--- config.mk ---
export PLATFORM = sky130hd
export DESIGN_NAME = simd_add_sub_pipe
export DESIGN_NICKNAME = d
export VERILOG_FILES = /design/src/rtl/simd_add_sub_pipe.sv
export SDC_FILE = /design/constraint.sdc
export NUM_CORES = 1
export LEC_CHECK = 0
export BUFFER_PORTS_ARGS = -buffer_cell sky130_fd_sc_hd__buf_2
export CORE_MARGIN = 2
export CORE_UTILIZATION = 42
export CTS_BUF_LIST = sky130_fd_sc_hd__clkbuf_16
export DETAILED_ROUTE_END_ITERATION = 8
export PLACE_DENSITY = 0.69
export SLEW_MARGIN = 0
export SYNTH_ARGS = -nofsm -noshare
export SYNTH_HDL_FRONTEND = slang
export SYNTH_SLANG_ARGS = --single-unit
--- constraint.sdc ---
create_clock -name CLK -period 5.3 [get_ports CLK]
set_input_delay 0.53 -clock CLK [delete_from_list [all_inputs] [get_ports CLK]]
set_output_delay 0.53 -clock CLK [all_outputs]
set_load 0.1 [all_outputs]
--- src/rtl/simd_add_sub_pipe.sv ---
// SIMD add/subtract with 1/2/4 run-time lanes, accumulator and
// configurable output pipeline; valid travels with each sample.
module simd_add_sub_pipe #(
  parameter int DATA_WIDTH  = 48,
  parameter int PIPE_STAGES = 2
) (
  input  logic                  CLK,
  input  logic                  RST,
  input  logic                  CE,
  input  logic                  in_valid,
  input  logic                  opmode,
  input  logic                  acc_en,
  input  logic [1:0]            simd,
  input  logic [DATA_WIDTH-1:0] x,
  input  logic [DATA_WIDTH-1:0] y,
  input  logic                  cin,
  output logic [DATA_WIDTH-1:0] z,
  output logic [3:0]            cout,
  output logic                  out_valid
);
  localparam int DW = DATA_WIDTH;
  localparam int H  = DW / 2;
  localparam int Q  = DW / 4;

  logic [DW-1:0] r_z;
  logic [3:0]    r_cout;
  logic          r_v;

  logic [DW-1:0] w_a;
  logic [DW:0]   w_s1;
  logic [H:0]    w_s2 [2];
  logic [Q:0]    w_s4 [4];
  logic [DW-1:0] w_z;
  logic [3:0]    w_c;

  // The stage-1 result register doubles as the accumulator.
  assign w_a = acc_en ? r_z : x;

  // Full-width lane; the top bit is carry (add) or borrow (sub).
  assign w_s1 = opmode
    ? ({1'b0, w_a} - {1'b0, y} - {{DW{1'b0}}, cin})
    : ({1'b0, w_a} + {1'b0, y} + {{DW{1'b0}}, cin});

  for (genvar k = 0; k < 2; k++) begin : g_two
    logic w_ci;
    assign w_ci = (k == 0) ? cin : 1'b0;
    assign w_s2[k] = opmode
      ? ({1'b0, w_a[k*H +: H]} - {1'b0, y[k*H +: H]}
         - {{H{1'b0}}, w_ci})
      : ({1'b0, w_a[k*H +: H]} + {1'b0, y[k*H +: H]}
         + {{H{1'b0}}, w_ci});
  end

  for (genvar k = 0; k < 4; k++) begin : g_four
    logic w_ci;
    assign w_ci = (k == 0) ? cin : 1'b0;
    assign w_s4[k] = opmode
      ? ({1'b0, w_a[k*Q +: Q]} - {1'b0, y[k*Q +: Q]}
         - {{Q{1'b0}}, w_ci})
      : ({1'b0, w_a[k*Q +: Q]} + {1'b0, y[k*Q +: Q]}
         + {{Q{1'b0}}, w_ci});
  end

  // Pick the lane split; mode 3 falls back to a single lane.
  always_comb begin
    w_z = w_s1[DW-1:0];
    w_c = {3'b000, w_s1[DW]};
    case (simd)
      2'd1: begin
        for (int i = 0; i < 2; i++) begin
          w_z[i*H +: H] = w_s2[i][H-1:0];
          w_c[i]        = w_s2[i][H];
        end
      end
      2'd2: begin
        for (int i = 0; i < 4; i++) begin
          w_z[i*Q +: Q] = w_s4[i][Q-1:0];
          w_c[i]        = w_s4[i][Q];
        end
      end
      default: ;
    endcase
  end

  // Stage 1: result/accumulator loads only on valid samples.
  always_ff @(posedge CLK) begin
    if (RST) begin
      r_z    <= '0;
      r_cout <= '0;
      r_v    <= 1'b0;
    end else if (CE) begin
      r_v <= in_valid;
      if (in_valid) begin
        r_z    <= w_z;
        r_cout <= w_c;
      end
    end
  end

  if (PIPE_STAGES > 1) begin : g_dly
    localparam int D = PIPE_STAGES - 1;
    logic [DW-1:0] r_dz [D];
    logic [3:0]    r_dc [D];
    logic          r_dv [D];

    // Pure delay stages behind stage 1.
    always_ff @(posedge CLK) begin
      if (RST) begin
        for (int i = 0; i < D; i++) begin
          r_dz[i] <= '0;
          r_dc[i] <= '0;
          r_dv[i] <= 1'b0;
        end
      end else if (CE) begin
        r_dz[0] <= r_z;
        r_dc[0] <= r_cout;
        r_dv[0] <= r_v;
        for (int i = 1; i < D; i++) begin
          r_dz[i] <= r_dz[i-1];
          r_dc[i] <= r_dc[i-1];
          r_dv[i] <= r_dv[i-1];
        end
      end
    end

    assign z         = r_dz[D-1];
    assign cout      = r_dc[D-1];
    assign out_valid = r_dv[D-1];
  end else begin : g_nodly
    assign z         = r_z;
    assign cout      = r_cout;
    assign out_valid = r_v;
  end
endmodule

# [Yosys cells after proc, flatten, opt, wreduce, memory -nomap -nowiden]
# Memory sizes are Yosys's and may differ from the RTL's.
# Cells that the tools add are included.
[classes] n_eq_ne=2 add_sub_neg=20 reduce_logical=4 mux=22
[ops] operator="two-way mux 48 bit" n=2
[ops] operator="one-hot mux 48 bit (2 select lines)" n=1
[ops] operator="adder 12 x 12 -> 13 bit" n=4
[ops] operator="two-way mux 13 bit" n=4
[ops] operator="subtractor 12 x 12 -> 13 bit" n=4
[ops] operator="adder 24 x 24 -> 25 bit" n=2
[ops] operator="two-way mux 25 bit" n=2
[ops] operator="subtractor 24 x 24 -> 25 bit" n=2
[ops] operator="adder 48 x 48 -> 49 bit" n=1
[ops] operator="adder 49 x 1 -> 49 bit" n=1
[ops] operator="two-way mux 49 bit" n=1
[ops] operator="subtractor 48 x 48 -> 49 bit" n=1
[ops] operator="subtractor 49 x 1 -> 49 bit" n=1
[ops] operator="OR reduction 48 bit" n=1
[ops] operator="adder 25 x 1 -> 25 bit" n=1
[ops] operator="subtractor 25 x 1 -> 25 bit" n=1
[ops] operator="adder 13 x 1 -> 13 bit" n=1
[ops] operator="subtractor 13 x 1 -> 13 bit" n=1
[ops] operator="two-way mux 1 bit" n=9
[ops] operator="two-way mux 4 bit" n=1
[ops] operator="one-hot mux 2 bit (2 select lines)" n=1
[ops] operator="OR reduction 4 bit" n=1
[ops] operator="== test 2 x 1 -> 1 bit, second input constant" n=1
[ops] operator="== test 2 bit, second input constant" n=1
[ops] operator="other kinds (3)" n=3
[word_totals] ff_bits=53 mem_bits_rw=53 in_bits=105 memories=3 word_cells=54
[mem_list] name="g_dly.r_dz" depth=1 word_bits=48 rd=1 rd_clocked_by_memory_dff=0 write_ports=1 line="102" text="logic [DW-1:0] r_dz [D];"
[mem_list] name="g_dly.r_dc" depth=1 word_bits=4 rd=1 rd_clocked_by_memory_dff=0 write_ports=1 line="103" text="logic [3:0] r_dc [D];"
[mem_list] name="g_dly.r_dv" depth=1 word_bits=1 rd=1 rd_clocked_by_memory_dff=0 write_ports=1 line="104" text="logic r_dv [D];"

# [Depth between registers and ports, before layout]
# Gate-level depths: netlist (run 1).
[depth] word_depth=5 ltp_mapped=19

# [Least setup slack after synthesis (run 1)]
# OpenSTA, ideal clock, no wires.
[synth_path] path_type="input to register" from="in acc_en" to="reg r_z[46]" stages=17 arrival_time_ns=4.550 setup_slack_ns=0.628 t_required_ns=5.178 path_cell_list="clkbuf_1 > buf_1 > mux2_2 > fa_1 > inv_1 > fa_1 > o21ba_1 > a2111oi_4 > o221ai_2 > o32a_1 > o211ai_2 > a21oi_2 > o41ai_4 > a21oi_2 > o41ai_2 > mux2i_1 > a311o_1"
[synth_between] elab_chain_cells=5
[synth_rtl] element="start, declared" line="12" text="input logic acc_en,"
[synth_rtl] element="two-way mux 48 bit (*)" line="37" text="assign w_a = acc_en ? r_z : x;"
[synth_rtl] element="adder 48 x 48 -> 49 bit / subtractor 48 x 48 -> 49 bit (equally long branches)" line="42, 41"
[synth_rtl] element="adder 49 x 1 -> 49 bit / subtractor 49 x 1 -> 49 bit (equally long branches)" line="42, 41"
[synth_rtl] element="two-way mux 49 bit" line="41" text="? ({1'b0, w_a} - {1'b0, y} - {{DW{1'b0}}, cin})"
[synth_rtl] element="one-hot mux 48 bit (2 select lines) (*)" line="68" text="case (simd)"
[synth_rtl] element="end signal, assigned" line="94" text="r_z <= w_z;"
[synth_rtl] element="end, declared" line="25" text="logic [DW-1:0] r_z;"
# Mark *: on every way between the ends. The rest lies on a longest branch, timed or not.
# A chain may end at the register's enable or synchronous reset.

# [Worst setup path after layout (run 1)]
# Ends and elaborated chain as after synthesis.

==> results of run 1 <==
-- cells in the mapped netlist (7+ instances only) --
master	number	share of area, %
ha_1	189	17
inv_1	183	4.8
nor2_1	179	4.7
a21oi_1	168	5.9
xnor2_1	125	7.7
nand2_1	112	2.9
o21ai_0	99	3.5
clkbuf_1	63	1.7
and2_1	61	2.7
mux2i_1	56	3.9
dfxtp_1	53	7.4
edfxtp_1	53	11
a21o_1	47	2.5
nor3_1	42	1.5
xor2_1	33	2.0
o21bai_1	29	1.5
nand3_1	28	0.98
a31oi_1	24	1.1
nor2b_1	24	1.1
o211ai_1	22	1.2
a211oi_1	21	1.1
nand4_1	20	0.88
nor4_1	14	0.61
nand2b_1	12	0.53
o21a_1	12	0.63
a22oi_1	10	0.53
and3_1	10	0.44
or2_2	10	0.44
o31ai_1	9	0.47
or3_1	9	0.39
a221oi_1	8	0.49
o221ai_1	8	0.49
o22ai_1	8	0.35
o31a_1	8	0.49
a21boi_0	7	0.37
buf_1	7	0.18
fa_1	7	0.98
-- path summary, 6_finish.rpt --
path | to | slack, ns | cells past startpoint
worst min-delay path | r_cout[2] | 0.47 | 2
worst max-delay path | r_z[46] | 0.67 | 15
worst min register to register | r_cout[2] | 0.47 | 2
worst max register to register | r_z[46] | 0.76 | 15
-- worst max-delay path, stage by stage --
cell	delay (ns)
buf_2	0.12
buf_12	0.34
mux2i_1	0.31
ha_1	0.34
o21ba_1	0.26
a2111oi_4	0.44
o221ai_2	0.19
o32a_1	0.38
o211ai_2	0.33
a21oi_2	0.17
o41ai_4	0.51
a21oi_2	0.20
o41ai_2	0.39
mux2i_1	0.12
a311o_1	0.27
-- layout make-up --
class	count	area, um2	share of cell area, %
Multi-Input combinational cell	1501	10680	67.58
Sequential cell	106	2653	16.79
Timing Repair Buffer	173	918.4	5.812
Inverter	183	686.9	4.347
Tap cell	448	560.5	3.547
Clock buffer	9	225.2	1.425
Clock inverter	7	80.08	0.5067
-- per-stage QoR --
| stage | hold slack [ns] | setup slack (ns) | power (uW) | util [%] | instance area [um2] |
|---|---|---|---|---|---|
| 6_report | 0.4705 | 0.6685 | 4194 | 47.13 | 15800 |
| 5_1_grt | 0.4967 | 0.4177 | 4466 | 47.13 | 15800 |
| 4_1_cts | 0.4659 | 0.7148 | 4167 | 47.13 | 15800 |
| 3_5_place_dp | 0.4528 | 0.3111 | 3432 | 46.22 | 15500 |
| 3_3_place_gp | 0.4459 | 0.4788 | 3412 | 46.22 | 15500 |
| 2_1_floorplan | 0.4273 | 0.6281 | 2849 | - | 14270 |
-- power groups by stage --
stage / clock network [uW] / registers, uW / logic, uW
after floorplan: 0 / 1140 / 1700
after global placement: 0 / 980 / 2430
after detailed placement: 0 / 979 / 2450
after CTS: 735 / 961 / 2470
after global routing: 757 / 968 / 2740
final: 721 / 963 / 2510
-- per-layer routing --
metal  GRT usage, %  share of wire [%]  up-vias
met5              0              0.028        -
met4          5.649                1.7        2
met3          3.855                7.1       64
met2          42.32                 45      564
met1          36.23                 46     6703
li1               -                  -     6846
-- cells in the final DEF, fill, tap and decap left out, types with 14 or more instances in the layout --
cell type / Yosys / routed
nor3_1: 42 / 42
o21ai_0: 99 / 99
nand2_1: 112 / 112
buf_2: 0 / 157
a21o_1: 47 / 47
edfxtp_1: 53 / 53
a21oi_1: 168 / 168
mux2i_1: 56 / 56
nor4_1: 14 / 14
xor2_1: 33 / 33
dfxtp_1: 53 / 53
xnor2_1: 125 / 125
a211oi_1: 21 / 21
a31oi_1: 24 / 24
buf_4: 0 / 15
o211ai_1: 22 / 22
nand4_1: 20 / 20
nand3_1: 28 / 28
o21bai_1: 29 / 29
inv_1: 183 / 183
and2_1: 61 / 61
nor2b_1: 24 / 23
nor2_1: 179 / 179
ha_1: 189 / 189
-- state kept, by name, indices dropped and copies added (netlist names) --
| name | flops |
|---|---|
| g_dly.r_dc | 4 |
| g_dly.r_dv | 1 |
| g_dly.r_dz | 48 |
| r_cout | 4 |
| r_v | 1 |
| r_z | 48 |
-- kinds of logic (layout without fill, tap and decap cells) --
| family | Yosys count | count (layout) | synth area share [%] |
|---|---|---|---|
| xor+xnor | 158 | 158 | 9.695 |
| flops | 106 | 106 | 18.58 |
| buf+inv | 253 | 372 | 6.653 |
| fa+ha+maj | 196 | 196 | 17.55 |
| mux | 59 | 59 | 4.164 |
| simple gates | 536 | 536 | 17.93 |
| compound gates | 552 | 552 | 25.42 |
==> impl_metrics.env, run 1 <==
export IMPL_ant_nets=0
export IMPL_seqPwrFrac_pct=23.0
export IMPL_layout_cells_non_filler=2427
export IMPL_rsz0062_at_grt="no"
export IMPL_ctsHoldBuffers=0
export IMPL_dieArea_um2=35480
export IMPL_hold_violations=0
export IMPL_final_setup_tns_ns=0
export IMPL_cts_root_buffer="clkbuf_16"
export IMPL_min_from="r_cout[2]"
export IMPL_seq_area_frac_synth_pct=18.58
export IMPL_status="complete, no violations"
export IMPL_drive_gt1_share_pct=11.02
export IMPL_grt_pass1_wl_um=73780
export IMPL_cts_tree="yes"
export IMPL_vias=14179
export IMPL_dp_hpwl_um=37250
export IMPL_routabilityCongestion=0.9537
export IMPL_finalMaxSlewViolations=0
export IMPL_p_sw_share_pct=47.72
export IMPL_clk_latency_ns=0.39
export IMPL_initial_core_util_pct=42.57
export IMPL_syn_inst=1860
export IMPL_synth_warnings=0
export IMPL_hp_class="flop to flop"
export IMPL_pin_count=158
export IMPL_track_usage_pct=25.94
export IMPL_routed_wl_um=46820
export IMPL_synth_main_ff_cell="edfxtp_1"
export IMPL_grt_start_max_net_pins=54
export IMPL_cts_sinks=106
export IMPL_ir_drop_mv=0.1663
export IMPL_p_int_uw=2193
export IMPL_critPathKind="input port to flop"
export IMPL_synth_seq_cells=106
export IMPL_cts_setup_buffers=0
export IMPL_start_kind="input port"
export IMPL_wl_per_cell_um=19.29
export IMPL_synth_area_um2=14270
export IMPL_worstPathRequired_ns=5.58
export IMPL_die_h_um=188.4
export IMPL_h_tree_depth=3
export IMPL_clk_path_buf_depth=2
export IMPL_drc=0
export IMPL_max_slew_worst_pin_slew_ns=1.062
export IMPL_relSlewSlack_pct=29.23
export IMPL_syn_nets=2161
export IMPL_finalSetupViolCount=0
export IMPL_syn2layout_area_growth_pct=10.71
export IMPL_startpoint="acc_en"
export IMPL_pwr_share_comb_pct=59.9
export IMPL_power_density_nw_per_um2=265.4
export IMPL_p_sw_uw=2002
export IMPL_ctsResizeCount=0
export IMPL_num_rows=67
export IMPL_fmax_ghz=0.2159
export IMPL_antenna_found_initial=2
export IMPL_cp_arrival_ns=4.91
export IMPL_power_leakage_uw=0.007365
export IMPL_power_frac_clock_pct=17.2
export IMPL_grt_overflow_total=0
export IMPL_critPathMaxFanout=47
export IMPL_synth_edf_count=53
export IMPL_skew_ns=0.01565
export IMPL_fill_cells=3363
export IMPL_cts_inserted_buffers=9
export IMPL_dp_cells=2411
export IMPL_drt_iter0_drc=1382
export IMPL_coreArea_um2=33530
export IMPL_synthArstFlopShare_pct=0
export IMPL_antenna_cells=0
export IMPL_path_clk_slew_ns=0.09
export IMPL_die_width_um=188.4
export IMPL_nets=2275
export IMPL_ys_types=77
export IMPL_maxCapViolCount=0
export IMPL_r2r_start="r_z[0]"
export IMPL_port_buffers=157
export IMPL_vias_per_cell=5.842
export IMPL_min_period_over_period_pct=87.39
export IMPL_final_min_clock_period_ns=4.631
export IMPL_critPathCaptureType="flop"
export IMPL_drtPass1Iterations=8
export IMPL_synth_area_per_cell_um2=7.674
export IMPL_grt_pass1_vias=13562
Power figures use the tool's default switching activity.
==> run 2: changes to the inputs <==
- CORE_MARGIN: 2 -> not set
==> run 2 against run 1 <==
  * Global-route usage grew 0.60 points
  * Maximum frequency grew 2.4%
  * Combinational power is essentially flat
  * First-iteration DRC count shrank 18%
  * Wire length grew 0.40%
  * Die area shrank 2.1%
  * Clock power grew 2%
  * Sequential power is essentially flat
==> impl_metrics.env, run 2 (synthesized netlist as in run 1, its figures left out) <==
export IMPL_hold_end="r_cout[2]"
export IMPL_wl_per_cell_um=19.38
export IMPL_syn2layout_area_growth_pct=10.62
export IMPL_hold_violations=0
export IMPL_die_h_um=186.4
export IMPL_critPathCaptureType="flop"
export IMPL_grt_overflow_total=0
export IMPL_vias=14031
export IMPL_r2r_end="r_z[46]"
export IMPL_hp_class="flop to flop"
export IMPL_hold_path_depth=2
export IMPL_ant_nets=0
export IMPL_fill_cells=3350
export IMPL_ir_drop_mv=0.1780
export IMPL_slowest_stage="o41ai_4"
export IMPL_track_usage_pct=26.54
export IMPL_cts_tree="yes"
export IMPL_routabilityCongestion=0.9635
export IMPL_pin_count=158
export IMPL_cts_sinks=106
export IMPL_mostFrequentLayoutCells="ha_1, inv_1, nor2_1"
export IMPL_reg2reg_setup_slack_ns=0.78
export IMPL_final_min_clock_period_ns=4.523
export IMPL_h_tree_depth=3
export IMPL_final_area_um2=15790
export IMPL_holdWs_ns=0.4567
export IMPL_max_slew_worst_pin_slew_ns=1.148
export IMPL_grt_start_max_net_pins=54
export IMPL_finalMaxSlewViolations=0
export IMPL_r2r_cells=15
export IMPL_port_buffers=157
export IMPL_critPathKind="flop to flop"
export IMPL_cts_setup_buffers=0
export IMPL_cp_cell_sequence="mux2_2 -> fa_1 -> inv_1 -> fa_1 -> o21ba_1 -> a2111oi_4 -> o221ai_2 -> o32a_1 -> o211ai_2 -> a21oi_2 -> o41ai_4 -> a21oi_2 -> o41ai_2 -> mux2i_1 -> a311o_1"
export IMPL_min_from="r_cout[2]"
export IMPL_critPathMaxFanout=5
export IMPL_drt_iter0_drc=1132
export IMPL_final_setup_tns_ns=0
export IMPL_drc=0
export IMPL_drtPass1Iterations=7
export IMPL_relSlewSlack_pct=23.48
export IMPL_max_stage_delay_ns=0.48
export IMPL_initial_core_util_pct=42.67
export IMPL_maxCapViolCount=0
export IMPL_die_width_um=186.4
export IMPL_drive_gt1_share_pct=10.93
export IMPL_coreArea_um2=33450
export IMPL_final_core_util_pct=47.21
export IMPL_antenna_found_initial=1
export IMPL_ctsResizeCount=0
export IMPL_cp_arrival_ns=4.79
export IMPL_finalSetupViolCount=0
export IMPL_r2r_start="r_z[0]"
export IMPL_grt_pass1_wl_um=73950
export IMPL_cts_inserted_buffers=9
export IMPL_vias_per_cell=5.784
export IMPL_clk_path_buf_depth=2
export IMPL_fmax_ghz=0.2211
export IMPL_final_common_cell="ha_1"
export IMPL_grt_pass1_vias=13500
export IMPL_dieArea_um2=34730
export IMPL_min_period_over_period_pct=85.34
export IMPL_routed_wl_um=47010
export IMPL_power_leakage_uw=0.007356
export IMPL_dp_hpwl_um=37280
export IMPL_num_rows=67
export IMPL_status="complete, no violations"
export IMPL_rsz0062_at_grt="no"
export IMPL_reg_top3="g_dly.r_dz: 48 flops, r_z: 48 flops"
export IMPL_nets=2273
export IMPL_power_density_nw_per_um2=266.3
export IMPL_start_kind="flop"
export IMPL_placed_area_um2=15480
export IMPL_path_clk_slew_ns=0.10
export IMPL_worstPathRequired_ns=5.57
export IMPL_cts_root_buffer="clkbuf_16"
export IMPL_clk_latency_ns=0.37
export IMPL_skew_ns=0.01627
export IMPL_ctsHoldBuffers=0
-- run 2: cell types whose count changed in the layout (fill, tap and decap cells not counted) --
cell | previous run | this run
buf_4 | 15 | 13
diode_2 | 0 | 1
-- run 2: how the worst max path moves through the flow --
stage	start	to	depth (start not counted)
final	r_z[0]	r_z[46]	15
after global routing	r_z[0]	r_z[46]	15
after CTS	acc_en	r_z[46]	17
after detailed placement	acc_en	r_z[46]	17
after global placement	acc_en	r_z[46]	17
after floorplan	acc_en	r_z[46]	17
-- run 2: area by class of cell --
type | instances | area [um2] | area share [%]
Antenna cell | 1 | 2.502 | 0.01585
Clock buffer | 9 | 225.2 | 1.426
Clock inverter | 7 | 80.08 | 0.5071
Inverter | 183 | 686.9 | 4.350
Multi-Input combinational cell | 1501 | 10680 | 67.63
Sequential cell | 106 | 2653 | 16.80
Tap cell | 448 | 560.5 | 3.550
Timing Repair Buffer | 171 | 903.4 | 5.721
-- run 2: routing by layer --
metal	wire length [um]	vias up	global-route usage [%]	part of all wire [%]
met1	21870	6530	37.05	47
li1	-	6852	-	-
met5	0	-	0	0
met4	1386	0	8.455	2.9
met2	20610	566	42.22	44
met3	3134	83	3.385	6.7
-- run 2: metrics by stage --
stage                     worst slack [ns]  std cells  total power (uW)
final                               0.7768       2426              4205
after global routing                0.5268       2425              4474
after CTS                           0.7942       2425              4180
after detailed placement            0.4063       2409              3431
after global placement              0.4993       2409              3417
after floorplan                     0.6281       1860              2849
-- run 2: power breakdown --
part	switching, uW	internal, uW	leakage [uW]	total, uW
Sequential	42.2	920	0.00102	962
Combinational	1570	933	0.00619	2510
Clock	399	339	0.000146	737
Total	2010	2190	0.00736	4200
-- run 2: worst max-delay path: cells and delay by family, from the launching register on --
family | cells | cell delay (ns)
multiplexers | 2 | 0.32
flip-flops | 1 | 0.36
buffers and inverters | 1 | 0.06
AO/OA/AOI/OAI | 10 | 3.07
adder cells (fa/ha/maj) | 2 | 0.61
